**src/rtl/mem_arb_pkg.sv**
```systemverilog
// Shared encodings for the CPU/DMA memory arbiter.
// Round-robin contention is enabled by defining MEMARB_RR_EN.
package mem_arb_pkg;

    typedef enum logic [1:0] {
        ST_IDLE    = 2'd0,
        ST_OWN_CPU = 2'd1,
        ST_OWN_DMA = 2'd2
    } arb_state_t;

    localparam logic PORT_CPU = 1'b0;
    localparam logic PORT_DMA = 1'b1;

    localparam int BCNT_W = 8;

    // Ownership state that corresponds to a given port.
    function automatic arb_state_t own_state(input logic port);
        return port ? ST_OWN_DMA : ST_OWN_CPU;
    endfunction

endpackage

```
**src/rtl/mem_arb_pick.sv**
```systemverilog
// Combinational winner selection for the memory arbiter.
// MEMARB_RR_EN: contention goes to the port that did not win last.
module mem_arb_pick
    import mem_arb_pkg::*;
(
    input  logic [1:0] req,
    input  logic       last,
    input  arb_state_t state,
    output logic       winner,
    output logic       valid
);

`ifndef MEMARB_RR_EN
    logic unused_last;
    assign unused_last = last;
`endif

    // Owner-only grant while locked, otherwise open arbitration.
    always_comb begin
        winner = PORT_CPU;
        valid  = 1'b0;
        case (state)
            ST_OWN_CPU: begin
                winner = PORT_CPU;
                valid  = req[PORT_CPU];
            end
            ST_OWN_DMA: begin
                winner = PORT_DMA;
                valid  = req[PORT_DMA];
            end
            default: begin
                valid = |req;
                if (req[PORT_CPU] && req[PORT_DMA]) begin
`ifdef MEMARB_RR_EN
                    winner = ~last;
`else
                    winner = PORT_CPU;
`endif
                end else if (req[PORT_DMA]) begin
                    winner = PORT_DMA;
                end else begin
                    winner = PORT_CPU;
                end
            end
        endcase
    end

endmodule

```
**src/rtl/mem_arbiter.sv**
```systemverilog
// CPU/DMA arbiter for a single-port RAM with bounded lock bursts.
// MEMARB_RR_EN selects round-robin contention; default is CPU priority.
module mem_arbiter
    import mem_arb_pkg::*;
#(
    parameter int AW        = 32,
    parameter int DW        = 32,
    parameter int MAX_BURST = 8
) (
    input  logic          CLK,
    input  logic          Rst,

    input  logic          cpu_req,
    input  logic          cpu_we,
    input  logic          cpu_lock,
    input  logic [AW-1:0] cpu_addr,
    input  logic [DW-1:0] cpu_wdata,
    output logic          cpu_gnt,
    output logic          cpu_stall,
    output logic [DW-1:0] cpu_rdata,
    output logic          cpu_rvalid,

    input  logic          dma_req,
    input  logic          dma_we,
    input  logic          dma_lock,
    input  logic [AW-1:0] dma_addr,
    input  logic [DW-1:0] dma_wdata,
    output logic          dma_gnt,
    output logic [DW-1:0] dma_rdata,
    output logic          dma_rvalid,

    output logic [AW-1:0] mem_addr,
    output logic [DW-1:0] mem_wdata,
    output logic          mem_rd,
    output logic          mem_wr,
    input  logic [DW-1:0] mem_rdata
);

    arb_state_t        state;
    arb_state_t        state_nxt;
    arb_state_t        arb_view;
    logic [BCNT_W-1:0] burst_cnt;
    logic [BCNT_W-1:0] cnt_nxt;
    logic [BCNT_W:0]   cnt_inc;
    logic              burst_done;
    logic              last;
    logic              last_nxt;
    logic              win;
    logic              win_vld;
    logic              gnt_any;
    logic              sel_we;
    logic              sel_lock;
    logic              own_lock;

    // An owner that neither requests nor locks gives the cycle back to arbitration.
    always_comb begin
        arb_view = state;
        if (state == ST_OWN_CPU && !cpu_lock && !cpu_req) begin
            arb_view = ST_IDLE;
        end
        if (state == ST_OWN_DMA && !dma_lock && !dma_req) begin
            arb_view = ST_IDLE;
        end
    end

    mem_arb_pick u_pick (
        .req    ({dma_req, cpu_req}),
        .last   (last),
        .state  (arb_view),
        .winner (win),
        .valid  (win_vld)
    );

    assign gnt_any  = win_vld & ~Rst;
    assign sel_we   = (win == PORT_DMA) ? dma_we : cpu_we;
    assign sel_lock = (win == PORT_DMA) ? dma_lock : cpu_lock;
    assign own_lock = (state == ST_OWN_DMA) ? dma_lock : cpu_lock;

    assign cnt_inc    = {1'b0, burst_cnt} + (BCNT_W + 1)'(1);
    assign burst_done = (cnt_inc == (BCNT_W + 1)'(MAX_BURST));

    // Grants, stall and RAM port muxing from the current winner.
    always_comb begin
        cpu_gnt   = gnt_any & (win == PORT_CPU);
        dma_gnt   = gnt_any & (win == PORT_DMA);
        cpu_stall = cpu_req & ~cpu_gnt;
        mem_addr  = dma_gnt ? dma_addr : cpu_addr;
        mem_wdata = dma_gnt ? dma_wdata : cpu_wdata;
        mem_rd    = gnt_any & ~sel_we;
        mem_wr    = gnt_any & sel_we;
    end

    // Next ownership state, burst count and last winner.
    always_comb begin
        state_nxt = state;
        cnt_nxt   = burst_cnt;
        last_nxt  = last;
        if (arb_view == ST_IDLE) begin
            state_nxt = ST_IDLE;
            cnt_nxt   = '0;
            if (win_vld) begin
                last_nxt = win;
                if (sel_lock && (MAX_BURST > 1)) begin
                    state_nxt = own_state(win);
                    cnt_nxt   = BCNT_W'(1);
                end
            end
        end else begin
            cnt_nxt = cnt_inc[BCNT_W-1:0];
            if (!own_lock || burst_done) begin
                state_nxt = ST_IDLE;
            end
        end
    end

    // Arbiter state register.
    always_ff @(posedge CLK) begin
        if (Rst) begin
            state     <= ST_IDLE;
            burst_cnt <= '0;
            last      <= PORT_DMA;
        end else begin
            state     <= state_nxt;
            burst_cnt <= cnt_nxt;
            last      <= last_nxt;
        end
    end

    // Per-port read data capture with a one-cycle valid pulse.
    always_ff @(posedge CLK) begin
        if (Rst) begin
            cpu_rdata  <= '0;
            cpu_rvalid <= 1'b0;
            dma_rdata  <= '0;
            dma_rvalid <= 1'b0;
        end else begin
            cpu_rvalid <= cpu_gnt & ~cpu_we;
            dma_rvalid <= dma_gnt & ~dma_we;
            if (cpu_gnt && !cpu_we) begin
                cpu_rdata <= mem_rdata;
            end
            if (dma_gnt && !dma_we) begin
                dma_rdata <= mem_rdata;
            end
        end
    end

endmodule

```
**config.mk**
```make
export PLATFORM = sky130hd
export DESIGN_NAME = mem_arbiter
export DESIGN_NICKNAME = d
export VERILOG_FILES = /design/src/rtl/mem_arb_pkg.sv /design/src/rtl/mem_arb_pick.sv /design/src/rtl/mem_arbiter.sv
export SDC_FILE = /design/constraint.sdc
export NUM_CORES = 1
export LEC_CHECK = 0
export CAP_MARGIN = 40
export CORE_AREA = 4 4 115 117
export DETAILED_ROUTE_END_ITERATION = 10
export DIE_AREA = 0 0 119 121
export PLACE_DENSITY = 0.77
export SYNTH_ARGS = -nofsm -noshare
export SYNTH_HDL_FRONTEND = slang
export SYNTH_SLANG_ARGS = --single-unit
```
**constraint.sdc**
```tcl
create_clock -name CLK -period 2.9 [get_ports CLK]
set_input_delay 0.29 -clock CLK [delete_from_list [all_inputs] [get_ports CLK]]
set_output_delay 0.29 -clock CLK [all_outputs]
set_load 0.1 [all_outputs]
```
* Word-level counts from Yosys, hierarchy flattened *
Cells that the tools add are included.

word-level totals
  output and inout bits = 135
  register bits after elaboration = 76

cells by class
  mux-type cells = 19
  bitwise logic cells = 14
  add/subtract/negate cells = 1
  equal/unequal tests = 5
  reductions and logical operators = 18

operator list
  kind                                           count
  two-way mux 32 bit                             2
  two-way mux 2 bit                              7
  adder 8 x 1 -> 9 bit, second input constant    1
  == test 9 x 4 -> 1 bit, second input constant  1
  bitwise AND 1 bit                              8
  two-way mux 8 bit                              1
  logical AND 1 bit                              7
  logical NOT 1 bit                              7
  two-way mux 1 bit                              7
  NOT 1 bit                                      6
  == test 2 x 1 -> 1 bit, second input constant  2
  == test 2 bit, second input constant           2
  case mux 1 bit (2 select lines)                2
  logical NOT 2 bit                              1
  nonzero test 2 bit                             1
  OR reduction 2 bit                             1
  logical OR 1 bit                               1

* Logic depth before layout (Yosys ltp) *
Gate-level depths: netlist (run 1).

  depth after elaboration = 11
  gate-level depth with buffers = 11
  gate-level depth less buffers = 9

* By module *
From an unflattened synthesis (run 1), not the netlist that was laid out.

second synthesis, totals
  cells, all modules = 582
  area, all modules = 3,995.1 um^2

by module, submodules not included
  module        area an instance (um^2)  cells each  times used
  mem_arbiter   3,932.5                  572         1
  mem_arb_pick  62.6                     10          1

* Worst setup path after synthesis (run 1) *
OpenSTA, ideal clock, no wires.

  path type = flip-flop to output port
  start point = reg state[0]
  end point = out cpu_stall
  setup slack = -0.775 ns
  stages on the path, launching flop included = 7
  arrival time = 3.385 ns
  required time = 2.610 ns
  buffers on the path = 0
  cell sequence = dfxtp_1 -> o31ai_1 -> ha_1 -> nor2b_1 -> o21ai_1 -> nor2_1 -> nor2b_1

between the ends
  cells in the longest elaborated chain, start to end = 11

RTL lines
  element                                                         RTL line                              source
  start, declared                                                 mem_arbiter.sv:39                     arb_state_t state;
  start signal, assigned                                          mem_arbiter.sv:123                    state <= state_nxt;
  == test 2 x 1 -> 1 bit                                          mem_arbiter.sv:58                     if (state == ST_OWN_CPU && !cpu_lock && !cpu_req) begin
  logical AND 1 bit (2 in series)                                 mem_arbiter.sv:58
  two-way mux 2 bit                                               mem_arbiter.sv:58
  two-way mux 2 bit *                                             mem_arbiter.sv:61                     if (state == ST_OWN_DMA && !dma_lock && !dma_req) begin
  == test 2 bit / == test 2 x 1 -> 1 bit (equally long branches)  mem_arb_pick.sv:22                    case (state)
  case mux 1 bit (2 select lines)                                 mem_arb_pick.sv:22
  bitwise AND 1 bit / NOT 1 bit (equally long branches)           mem_arbiter.sv:74, mem_arbiter.sv:84
  bitwise AND 1 bit *                                             mem_arbiter.sv:84                     cpu_gnt = gnt_any & (win == PORT_CPU);
  via cpu_gnt                                                     mem_arbiter.sv:18                     output logic cpu_gnt,
  NOT 1 bit *                                                     mem_arbiter.sv:86                     cpu_stall = cpu_req & ~cpu_gnt;
  bitwise AND 1 bit *                                             mem_arbiter.sv:86
  end, declared                                                   mem_arbiter.sv:19                     output logic cpu_stall,

Mark *: on every way through the listed nets, which the timed path passes. The rest lies on a longest branch.

* Worst setup path in the final report (run 1) *
  start point = reg state[1]
  end point = out mem_addr[11]

between the ends
  cells in the longest elaborated chain, start to end = 10

RTL lines
  element                                                         RTL line            source
  == test 2 x 1 -> 1 bit                                          mem_arbiter.sv:58
  logical AND 1 bit (2 in series)                                 mem_arbiter.sv:58
  two-way mux 2 bit                                               mem_arbiter.sv:58
  two-way mux 2 bit *                                             mem_arbiter.sv:61
  == test 2 bit / == test 2 x 1 -> 1 bit (equally long branches)  mem_arb_pick.sv:22
  case mux 1 bit (2 select lines)                                 mem_arb_pick.sv:22
  bitwise AND 1 bit                                               mem_arbiter.sv:74   assign gnt_any = win_vld & ~Rst;
  bitwise AND 1 bit *                                             mem_arbiter.sv:85   dma_gnt = gnt_any & (win == PORT_DMA);
  two-way mux 32 bit *                                            mem_arbiter.sv:87   mem_addr = dma_gnt ? dma_addr : cpu_addr;
  end, declared                                                   mem_arbiter.sv:32   output logic [AW-1:0] mem_addr,

Mark *: on every way between the ends. The rest lies on a longest branch, timed or not.

==> reports/results.ini, run 1 <==
[outcome]
outcome=finished clean

[clocking]
cts_tree=built
root_buffer=clkbuf_16
cts_sinks=76
clockBufferDepth=2
clock_latency_ns=0.33
numCtsBuffers=9
clkSlewWorstSetupHoldPaths_ns=0.06
ctsHtreeMaxLevel=3

[critical_path]
reg2reg_depth=14
worstSetupPathType=reg2out
critPathCaptureType=primary output
ff2ff_setup_slack_ns=0.25
critPathSlowestCell=dfxtp_2
critPathRequiredTime_ns=2.61
crit_path_cell_trace=buf_4 > o31ai_4 > buf_4 > ha_4 > nor2b_4 > o21ai_2 > a21oi_4 > buf_12 > clkbuf_16 > mux2_4 > buf_12
cp_slowest_stage_delay_ns=0.35
timing.rr.start=state[1]$_SDFFE_PP0P_
crit_fanout=7
cp.arrival_ns=2.59
r2r-end=dma_rdata[5]$_SDFFE_PP0P_
start_kind=register

[power_and_ir_drop]
swShare=0.3728
ir_worst_vdd_mv=0.4207
p_comb_frac=0.438
p_leak_nw=3.488
clkPwrFrac=0.277
seq_power_share=0.285
internal_power_mw=2.404
powerDensity_mw_per_mm2=456.1
p_switching_mw=1.429

[routing]
drc=0
vias=4255
antenna_left=0
viasPerCell=4.696
wl_per_cell_um=20.20
firstDrtPassIters=4
wl_um=18300
drt-initial-drc-count=239

[timing]
finalMaxSlewViolations=0
rsz0062_at_grt=yes
period_minus_slack_ns=2.876
clock_skew_ns=0.003259
fmax_mhz=347.7
slew_headroom=0.6156
hold_viol_final=0
setup_viol=0
period_share=0.9916
worst_pin_slew_ns=0.5766

[place]
dp_cells=869
port_buffers=302
hpwl_um=13900
gp_congestion=0.9284

[yosys]
ys_warn_count=0
synth_top_area_frac=0.3982
netlist-cell-type-count=44
synth_area_mm2=0.003821
yosysTopAreaCell=dfxtp_1
synth.area.top_cells=dfxtp_1, mux2_1, mux2i_1, mux2_2, nand2_1
postSynthNetCount=576
avgSynthCellArea_um2=9.482
synth_seq_cells=76
syn_inst=403
yosysSeqAreaShare=0.3982

[global_route]
grt_pass1_wl_um=25900
gr-total-overflow=0
grt_start_max_net_pins=47
track_usage=0.2338
antenna_found_initial=3
grt_pass1_vias=4444

[die]
pin_count=303
rows=41
die_h_um=121
die_w_um=119
start_util=0.3091
core_area_mm2=0.01236
dieArea_mm2=0.01440

[flow_run]
cap_viol_max_count=0

[final_layout]
area_growth_pct=119.9
fillCellCount=902
fin_nets=900
final_common_cell=clkdlybuf4s50_1
fin_util=0.6798
final_cells=906
layout-drive-gt1-share=0.3770
layout_common_cells=clkdlybuf4s50_1, buf_4, dfxtp_1, buf_12, nand2_1

[min_path]
min_from=Rst
hold_depth=2
hold_class=in2reg
min_to=dma_rdata[0]$_SDFFE_PP0P_

## cell type report
class / count / area, um^2 / share of cell area
inverters: 5 / 21.27 / 0.002531
diodes: 2 / 5.005 / 0.0005955
flip-flops and latches: 76 / 1526 / 0.1816
multi-input cells: 293 / 2359 / 0.2806
repair buffers: 342 / 3988 / 0.4745
well taps: 172 / 215.2 / 0.02561
clock inverters: 3 / 20.02 / 0.002382
clock buffers: 13 / 270.3 / 0.03216
## per-layer routing
| metal | GRT usage | part of all wire | up-vias |
|---|---|---|---|
| met5 | 0 | 0.0016 | - |
| met4 | 0.1064 | 0.035 | 6 |
| met3 | 0.08019 | 0.078 | 44 |
| met2 | 0.4154 | 0.51 | 182 |
| met1 | 0.2498 | 0.38 | 1999 |
| li1 | - | - | 2024 |
## Yosys cell counts
| cell type | n |
|---|---|
| a21oi_1 | 32 |
| nor3_1 | 1 |
| nand4_1 | 1 |
| xnor2_1 | 4 |
| and4_1 | 1 |
| nor2b_1 | 2 |
| nand2_1 | 70 |
| clkbuf_1 | 12 |
| buf_2 | 5 |
| mux2_1 | 40 |
| a21oi_2 | 1 |
| nand3_1 | 2 |
| nor4b_2 | 1 |
| o21ai_2 | 1 |
| buf_4 | 1 |
| a21o_2 | 1 |
| buf_12 | 3 |
| nor2b_2 | 2 |
| o21ai_1 | 1 |
| o31ai_1 | 3 |
| dfxtp_1 | 76 |
| nand2b_1 | 1 |
| inv_4 | 1 |
| nand4b_1 | 1 |
| nor3b_1 | 2 |
| xor2_1 | 4 |
| a211oi_2 | 1 |
| a211oi_1 | 1 |
| a41oi_1 | 1 |
| a22o_1 | 1 |
| nand3b_1 | 1 |
| nor2_1 | 42 |
| or3_1 | 1 |
| o21ai_0 | 5 |
| nand3_2 | 1 |
| inv_1 | 4 |
| ha_1 | 5 |
| a31oi_1 | 3 |
| buf_6 | 8 |
| mux2i_1 | 32 |
| mux2_2 | 25 |
| o31a_1 | 1 |
| or2_2 | 1 |
| and3_1 | 1 |
## critical path, delay by kind of cell (launching register included)
| family | cells | cell delay [ns] |
|---|---|---|
| multiplexers | 1 | 0.32 |
| buffers and inverters | 5 | 0.78 |
| AND/OR/NAND/NOR | 1 | 0.16 |
| adder cells (fa/ha/maj) | 1 | 0.29 |
| flip-flops | 1 | 0.35 |
| AO/OA/AOI/OAI | 3 | 0.35 |
## power groups by stage
stage	logic [mW]	registers, mW	clock network (mW)
final	1.68	1.09	1.06
after global placement	1.56	1.11	0
after floorplan	0.722	1.30	0
after CTS	1.63	1.09	1.07
after detailed placement	1.57	1.11	0
after global routing	1.72	1.09	1.11
## cell families after synthesis
family                     synth area share
xor gates and xnor gates            0.01833
buffers and inverters               0.06516
adders and majority gates           0.01637
and+or+nand+nor                      0.1470
muxes                                0.2754
AOI/OAI and AO/OA                   0.07957
DFF                                  0.3982
## flip-flops by register name, indices dropped and copies added (netlist names)
name and flops:
cpu_rdata 32, cpu_rvalid 1, dma_rdata 32, burst_cnt 8, dma_rvalid 1, state 2
## repair_timing
| action | in CTS | in global routing |
|---|---|---|
| setup endpoints to repair | 65 | 65 |
| buffers inserted | 11 | 4 |
| gates cloned | 3 | 2 |
| gates resized for setup | 76 | 54 |
| pin swaps | 5 | 5 |
| hold buffers | 0 | 0 |
## how the worst max path moves through the flow
stage | slack, ns | startpoint | endpoint | cells after the start
after global placement | -0.10 | cpu_lock | mem_wdata[13] | 9
after detailed placement | -0.17 | cpu_req | mem_wdata[21] | 9
after CTS | -0.04 | state[1]$_SDFFE_PP0P_ | mem_addr[10] | 10
after floorplan | 0.009 | state[0]$_SDFFE_PP0P_ | mem_wdata[23] | 7
final | 0.02 | state[1]$_SDFFE_PP0P_ | mem_addr[11] | 11
after global routing | -0.07 | state[1]$_SDFFE_PP0P_ | mem_addr[11] | 12
## metrics by stage
step	worst slack (ns)	hold slack, ns	cell area [um^2]	power, mW	setup TNS (ns)
final	0.02432	0.4403	8404	3.833	0
after detailed placement	-0.1674	0.4493	7548	2.682	-9.622
after global routing	-0.06670	0.4685	8399	3.931	-2.239
after global placement	-0.1026	0.4434	7548	2.669	-5.468
after floorplan	0.009441	0.4260	3832	2.019	0
after CTS	-0.04399	0.4388	8167	3.799	-0.3273
Note: power is estimated with default switching activity, not from simulation.
==> inputs of run 2 (changes only) <==
- GPL_TIMING_DRIVEN: not set -> 0
==> run 2 against run 1 <==
- the run now ends with setup timing left
- global-route usage is 7.3 points higher
- register-to-register slack got worse by 0.08 ns
- combinational power grew 15%
- final cell count is 10% higher
- clock skew rose by 0.0032 ns
- core utilization increased by 16 points
- die area did not move
- fmax fell by 7.5%
- sequential cell count did not move
- sequential share of layout area down 3.4 points
- routed wire length rose by 30%
- cell area increased by 23%
==> reports/results.ini, run 2 (synthesized netlist as in run 1, its figures left out) <==
[outcome]
outcome=complete, but fails checks  ; was finished clean
violations=setup timing

[die]
pin_count=303  ; unchanged
core_area_mm2=0.01236  ; unchanged
start_util=0.3091  ; unchanged
die_w_um=119  ; unchanged
dieArea_mm2=0.01440  ; unchanged
rows=41  ; unchanged
die_h_um=121  ; unchanged

[min_path]
hold_class=in2reg  ; unchanged

[clocking]
root_buffer=clkbuf_16  ; unchanged
cts_tree=built  ; unchanged
ctsHtreeMaxLevel=3  ; unchanged
clkSlewWorstSetupHoldPaths_ns=0.06  ; about the same
cts_sinks=76  ; unchanged
numCtsBuffers=9  ; unchanged
cts-hold-fix-buffers=0  ; unchanged
clock_latency_ns=0.32  ; was 0.33 ns
clockBufferDepth=2  ; unchanged

[timing]
period_minus_slack_ns=3.107  ; was 2.876 ns
fmax_mhz=321.8  ; was 347.7 MHz
clock_skew_ns=0.006494  ; was 0.003259 ns
finalMaxSlewViolations=0  ; unchanged
whs_ns=0.4545  ; was 0.4403 ns
hold_viol_final=0  ; unchanged
setup_viol=62  ; was 0
rsz0062_at_grt=yes  ; unchanged
slew_headroom=0.6184  ; was 0.6156
layout_setup_ws_ns=-0.2072  ; was 0.02432 ns
worst_pin_slew_ns=0.5724  ; was 0.5766 ns
period_share=1.071  ; was 0.9916

[global_route]
gr-total-overflow=0  ; unchanged
grt_start_max_net_pins=14  ; was 47
grt_pass1_vias=5277  ; was 4,444
grt_pass1_wl_um=33080  ; was 25,900 um
antenna_found_initial=2  ; was 3
track_usage=0.3071  ; was 0.2338

[place]
hpwl_um=18590  ; was 13,900 um
port_buffers=301  ; was 302
gp_congestion=0.9481  ; was 0.9284

[final_layout]
layout_common_cells=clkdlybuf4s50_1, dfxtp_1, nand2_1  ; was clkdlybuf4s50_1, buf_4, dfxtp_1, buf_12, nand2_1
fillCellCount=572  ; was 902
fin_nets=993  ; was 900
layout-drive-gt1-share=0.3527  ; was 0.3770
reg_top3=cpu_rdata: 32 flops, dma_rdata: 32 flops, burst_cnt: 8 flops  ; unchanged
area_growth_pct=171.0  ; was 119.9%
final_common_cell=clkdlybuf4s50_1  ; unchanged

[critical_path]
worstSetupPathType=reg2out  ; unchanged
cp.arrival_ns=2.82  ; was 2.59 ns
start_kind=register  ; unchanged
critPathRequiredTime_ns=2.61  ; about the same
crit_fanout=5  ; was 7
critPathCaptureType=primary output  ; unchanged

[power_and_ir_drop]
p_total_mw=4.036  ; was 3.833 mW
powerDensity_mw_per_mm2=389.8  ; was 456.1 mW/mm^2
ir_worst_vdd_mv=0.3480  ; was 0.4207 mV
p_leak_nw=4.146  ; was 3.488 nW

[routing]
drt-initial-drc-count=232  ; was 239
viasPerCell=4.862  ; was 4.696
drc=0  ; unchanged
vias=4857  ; was 4,255
wl_per_cell_um=23.84  ; was 20.20 um
firstDrtPassIters=4  ; unchanged
wl_um=23810  ; was 18,300 um
antenna_left=0  ; unchanged

[flow_run]
cap_viol_max_count=0  ; unchanged

==> run 2: cell types whose count changed in the layout (fill, tap and decap cells not counted), sizes merged, moves of 2 or more <==
cell / before / now
clkbuf: 15 / 23
clkinv: 1 / 4
dlygate4sd2: 4 / 2
clkdlybuf4s50: 162 / 230
buf: 174 / 190
==> run 2: path summary, 6_finish.rpt <==
kind                               from                    endpoint  slack (ns)  cells past startpoint
min reg2reg  cpu_rdata[29]$_SDFFE_PP0P_  cpu_rdata[29]$_SDFFE_PP0P_        0.46                      2
max               state[1]$_SDFFE_PP0P_               mem_wdata[15]       -0.21                     12
min                            cpu_lock       state[0]$_SDFFE_PP0P_        0.45                      3
max reg2reg       state[1]$_SDFFE_PP0P_  dma_rdata[16]$_SDFFE_PP0P_        0.17                     12
==> run 2: area by class of cell <==
cell class	count	area, um^2	share of cell area
multi-input combinational	293	2362	0.2281
clock buffer	10	229.0	0.02211
timing repair buffer	407	5708	0.5512
clock inverter	6	40.04	0.003867
sequential	76	1526	0.1474
inverter	5	21.27	0.002054
tap	172	215.2	0.02078
antenna	2	5.005	0.0004833
buffer	28	247.7	0.02392
==> run 2: per-stage QoR <==
step | instances | setup TNS, ns | util | instance area (um^2) | worst slack [ns]
after floorplan | 403 | 0 | - | 3832 | 0.009441
after global placement | 876 | -75.78 | 0.5711 | 7061 | -1.193
after detailed placement | 1011 | -65.17 | 0.7958 | 9838 | -1.033
after CTS | 987 | -3.611 | 0.8276 | 10230 | -0.1218
after global routing | 999 | -13.28 | 0.8376 | 10350 | -0.2845
final | 999 | -8.640 | 0.8376 | 10350 | -0.2072
==> run 2: routing by layer <==
metal  share of wire  track usage
met1            0.33       0.2860
met2            0.53       0.5835
met3           0.073      0.09930
met4           0.065       0.1767
met5               0            0
==> run 2: power by group <==
part	total [mW]	switching [mW]	internal [mW]
Combinational	1.94	1.08	0.860
Sequential	1.09	0.0188	1.07
Clock	1.00	0.425	0.579
==> run 2: repair_timing <==
item / CTS / global route
gates cloned: 5 / 0
resized for setup: 176 / 16
buffers inserted: 24 / 13
setup endpoints to repair: 69 / 65
pin swaps: 6 / 4
==> run 2: critical path, stage by stage (launching register included) <==
cell and delay (ns):
dfxtp_4 0.34, o31a_1 0.30, inv_2 0.12, ha_4 0.15, nor2b_4 0.22, nand3_4 0.11
a21oi_4 0.23, buf_6 0.14, buf_8 0.11, buf_6 0.12, buf_8 0.14, mux2_4 0.34
buf_16 0.18
